`src/rtl/dds_wb_regs.sv`:
```
// Wishbone classic responder and configuration register bank for the DDS core.
// Holds the waveform configuration registers and raises READY after a fixed post-reset interval.
module dds_wb_regs #(
  parameter int DATA_WIDTH  = 32,
  parameter int ADDR_WIDTH  = 16,
  parameter int INIT_CYCLES = 4
) (
  input  logic                  wb_clk_i,
  input  logic                  wb_rst_i,
  input  logic [DATA_WIDTH-1:0] wb_dat_i,
  input  logic [ADDR_WIDTH-1:0] wb_addr_i,
  input  logic                  wb_we_i,
  input  logic                  wb_stb_i,
  output logic [DATA_WIDTH-1:0] wb_dat_o,
  output logic                  wb_ack_o,
  output logic                  ready_o,
  output logic                  enable_o,
  output logic [1:0]            dds_src_o,
  output logic [15:0]           tuning_word_o,
  output logic [1:0]            gain_o,
  output logic [15:0]           offset_o,
  output logic                  cfg_update_o
);

  localparam int CNT_W = $clog2(INIT_CYCLES + 1);

  localparam logic [ADDR_WIDTH-1:0] ADDR_READY  = ADDR_WIDTH'(0);
  localparam logic [ADDR_WIDTH-1:0] ADDR_ENABLE = ADDR_WIDTH'(1);
  localparam logic [ADDR_WIDTH-1:0] ADDR_SRC    = ADDR_WIDTH'(2);
  localparam logic [ADDR_WIDTH-1:0] ADDR_TUNING = ADDR_WIDTH'(3);
  localparam logic [ADDR_WIDTH-1:0] ADDR_GAIN   = ADDR_WIDTH'(4);
  localparam logic [ADDR_WIDTH-1:0] ADDR_OFFSET = ADDR_WIDTH'(5);

  logic [CNT_W-1:0]      init_cnt_r;
  logic                  accept_s;
  logic                  wr_commit_s;
  logic                  cfg_addr_s;
  logic [DATA_WIDTH-1:0] rd_data_s;

  // A strobe is taken only while no ack is outstanding, so a held strobe yields one ack.
  assign accept_s    = wb_stb_i & ~wb_ack_o;
  assign wr_commit_s = accept_s & wb_we_i & ready_o;

  // Read-data mux and config-address decode; unmapped addresses read zero.
  always_comb begin
    rd_data_s  = {DATA_WIDTH{1'b0}};
    cfg_addr_s = 1'b0;
    case (wb_addr_i)
      ADDR_READY:  rd_data_s = DATA_WIDTH'(ready_o);
      ADDR_ENABLE: begin
        rd_data_s  = DATA_WIDTH'(enable_o);
        cfg_addr_s = 1'b1;
      end
      ADDR_SRC: begin
        rd_data_s  = DATA_WIDTH'(dds_src_o);
        cfg_addr_s = 1'b1;
      end
      ADDR_TUNING: begin
        rd_data_s  = DATA_WIDTH'(tuning_word_o);
        cfg_addr_s = 1'b1;
      end
      ADDR_GAIN: begin
        rd_data_s  = DATA_WIDTH'(gain_o);
        cfg_addr_s = 1'b1;
      end
      ADDR_OFFSET: begin
        rd_data_s  = DATA_WIDTH'(offset_o);
        cfg_addr_s = 1'b1;
      end
      default: begin
        rd_data_s  = {DATA_WIDTH{1'b0}};
        cfg_addr_s = 1'b0;
      end
    endcase
  end

  // Post-reset init counter; READY sets on the edge the count reaches INIT_CYCLES.
  always_ff @(posedge wb_clk_i or posedge wb_rst_i) begin
    if (wb_rst_i) begin
      init_cnt_r <= {CNT_W{1'b0}};
      ready_o    <= 1'b0;
    end else if (init_cnt_r != CNT_W'(INIT_CYCLES)) begin
      init_cnt_r <= init_cnt_r + CNT_W'(1);
      if (init_cnt_r == CNT_W'(INIT_CYCLES - 1)) begin
        ready_o <= 1'b1;
      end
    end
  end

  // Bus handshake: registered ack, read data capture and the config-update pulse.
  always_ff @(posedge wb_clk_i or posedge wb_rst_i) begin
    if (wb_rst_i) begin
      wb_ack_o     <= 1'b0;
      wb_dat_o     <= {DATA_WIDTH{1'b0}};
      cfg_update_o <= 1'b0;
    end else begin
      wb_ack_o     <= accept_s;
      cfg_update_o <= wr_commit_s & cfg_addr_s;
      if (accept_s & ~wb_we_i) begin
        wb_dat_o <= rd_data_s;
      end
    end
  end

  // Configuration registers; only implemented field bits are stored.
  always_ff @(posedge wb_clk_i or posedge wb_rst_i) begin
    if (wb_rst_i) begin
      enable_o      <= 1'b0;
      dds_src_o     <= 2'd0;
      tuning_word_o <= 16'h0001;
      gain_o        <= 2'd0;
      offset_o      <= 16'h00FF;
    end else if (wr_commit_s) begin
      case (wb_addr_i)
        ADDR_ENABLE: enable_o      <= wb_dat_i[0];
        ADDR_SRC:    dds_src_o     <= wb_dat_i[1:0];
        ADDR_TUNING: tuning_word_o <= wb_dat_i[15:0];
        ADDR_GAIN:   gain_o        <= wb_dat_i[1:0];
        ADDR_OFFSET: offset_o      <= wb_dat_i[15:0];
        default:     enable_o      <= enable_o;
      endcase
    end
  end

endmodule

```
`config.mk`:
```
export PLATFORM = sky130hd
export DESIGN_NAME = dds_wb_regs
export DESIGN_NICKNAME = d
export VERILOG_FILES = /design/src/rtl/dds_wb_regs.sv
export SDC_FILE = /design/constraint.sdc
export NUM_CORES = 1
export LEC_CHECK = 0
export ABC_CLOCK_PERIOD_IN_PS = 2400
export CORE_MARGIN = 8
export CORE_UTILIZATION = 30
export CTS_CLUSTER_DIAMETER = 40
export DETAILED_ROUTE_END_ITERATION = 16
export SLEW_MARGIN = 20
export SYNTH_ARGS = -nofsm -noshare
export SYNTH_HDL_FRONTEND = slang
export SYNTH_SLANG_ARGS = --single-unit
export TNS_END_PERCENT = 30
```
`constraint.sdc`:
```
create_clock -name wb_clk_i -period 2.4 [get_ports wb_clk_i]
set_input_delay 0.24 -clock wb_clk_i [delete_from_list [all_inputs] [get_ports wb_clk_i]]
set_output_delay 0.24 -clock wb_clk_i [all_outputs]
set_load 0.02 [all_outputs]
```
==> metrics.csv <==
metric;value;unit
synth_edf_count;0;
setup_viol;0;
cts_setup_buffers;0;
yosysSeqAreaShare;55.25;%
clk_latency;330;ps
area_delta_synth_final;46.24;%
r2r_slack;490;ps
die_w;110.7;um
placedInstanceArea;0.003740;mm^2
synth.top_cell.area_share;46.47;%
finalSetupTns;0;ps
syn_inst;216;
cp_max_fo;6;
initial_core_util;30.88;%
synth.top_cells.by_area;dfrtp_1 (46%), mux2_2 (16%), dfstp_2 (8.8%), buf_4 (4.5%), a22oi_1 (3.9%);
wl_per_cell;16.99;um
synth_commonest_cells;dfrtp_1 (50), mux2_2 (38), nand2_1 (22);
r2r-end;tuning_word_o[1];
post_cts_resized;0;
hpwl;5427;um
final_cells;436;
cp.arrival;2310;ps
drive_gt1_share;24.39;%
path_class;in2reg;
cts-hold-fix-buffers;0;
ys_seq_elements;59;
ios;124;
tritoncts;done;
stdcell_area;0.003938;mm^2
synth_top_area_cell;dfrtp_1;
async_reset_ff_share;100.0;%
yosysMostFrequentCell;dfrtp_1;
drc;0;
endpoint;tuning_word_o[1];
fin_worst_skew;7.081;ps
holdWs;277.3;ps
gr-total-overflow;0;
cts_made_buffers;9;
dieArea;0.01226;mm^2
gr-usage-all-layers;12.38;%
r2r-start;wb_ack_o;
grt_pass1_vias;2291;
cap_violations;0;
vias;2029;
fp.coreArea;0.008721;mm^2
insertedDiodeCount;0;
endpoint_kind;register;
clock-sinks;59;
r2r_cells;5;
timing.final.crit_share;87.53;%
drt_iter0_drc;65;
synth.distinct_cells;32;
power_density;524.4;mW/mm^2
synth_flop_cell;dfrtp_1;
cp-start-kind;primary input;
cts_max_level;3;
syn_area_per_cell;12.47;um^2
finalPower;0.002065;W
slew_violations;0;
peakVddDrop;0.0002830;V
fp.dieH;110.7;um
hp-class;in2async;
finalHoldViolations;0;
post-route-min-period;2101;ps
via_per_inst;4.654;
startpoint;wb_addr_i[13];
clock_tree.buffer_depth;2;
ys_warn_count;0;
gp_congestion;0.7037;
dr.pass1.iters;4;
required;2610;ps
clkTransAtPathRegs;70;ps
syn-cell-area;0.002693;mm^2
fmax;0.4760;GHz
grt_first_pass_wirelength;12320;um
row_count;34;
cts_root_buf;clkbuf_8;
portBuffers;91;
nNetsFinal;378;
status;complete, no violations;
rsz0062_at_grt;no;
antenna_found_initial;0;
finalWirelength;7406;um
tightest_slew;537.9;ps
ant_nets;0;
leakagePower;1.737;nW
dp_cells;420;
slew-limit-headroom;64.09;%
grt_max_degree;37;
-- kinds of logic after synthesis --
kind of cell               Yosys count  share of synthesized area (%)
AOI/OAI and AO/OA                   36                          8.597
xor gates and xnor gates             1                         0.3253
adders and majority gates            3                          1.394
buffers and inverters               28                          6.970
DFF                                 59                          55.25
muxes                               42                          17.38
other                                1                         0.1393
and+or+nand+nor                     46                          9.944
-- area by class of cell --
cell class / instances / area, um^2
well taps: 108 / 135.1
fillers: 841 / 4783
inverters: 4 / 15.01
clock buffers: 14 / 162.7
multi-input cells: 144 / 1074
repair buffers: 105 / 1028
flip-flops and latches: 59 / 1488
clock inverters: 2 / 35.03
-- per-layer routing --
metal	share of wire (%)	vias up	track usage, %
met4	0.46	0	3.243
met1	41	1005	13.32
met3	8.0	4	6.331
li1	-	953	-
met2	51	67	20.91
met5	0	-	0
-- metrics by stage --
| step | util, % | worst slack, ps |
|---|---|---|
| after global routing | 45.15 | 232.8 |
| after floorplan | - | 424.8 |
| after CTS | 45.15 | 297.2 |
| final | 45.15 | 299.3 |
| after detailed placement | 42.88 | -50.55 |
| after global placement | 42.88 | -51.64 |
-- critical path: stages --
cell and delay [ps]:
clkdlybuf4s50_1 400, or4_4 530, nand4b_4 260, nor3_4 310
buf_4 210, mux2_2 340
-- sequential cells by signal, indices dropped and copies added (netlist names) --
name and count:
offset_o 16, init_cnt_r 3, gain_o 2, enable_o 1, dds_src_o 2, wb_ack_o 1
ready_o 1, cfg_update_o 1, tuning_word_o 16, wb_dat_o 16
-- report_power, final --
| part | internal, W | total [W] | switching [W] | leakage (nW) |
|---|---|---|---|---|
| Sequential | 0.000996 | 0.000997 | 0.000000661 | 0.780 |
| Clock | 0.000537 | 0.000912 | 0.000375 | 0.101 |
| Combinational | 0.0000689 | 0.000156 | 0.0000874 | 0.856 |
-- placed cells by master, fill, tap and decap left out, types with 4 or more instances in the layout --
master	count
clkdlybuf4s50_1	91
dfrtp_1	50
mux2_2	38
nand2_1	22
conb_1	16
o21ai_0	15
a22oi_1	14
buf_4	13
clkbuf_8	11
dfstp_2	9
nor2b_1	4
mux2i_1	4
-- how the worst min path moves through the flow --
stage	start	end	slack, ps
2_1_floorplan	wb_addr_i[1]	cfg_update_o	350
3_3_place_gp	wb_dat_o[9]	wb_dat_o[9]	460
3_5_place_dp	wb_dat_o[13]	wb_dat_o[13]	470
4_1_cts	wb_rst_i	wb_dat_o[14]	280
5_1_grt	wb_rst_i	wb_dat_o[14]	320
6_report	wb_rst_i	wb_dat_o[14]	280
Note: power is estimated with default switching activity, not from simulation.
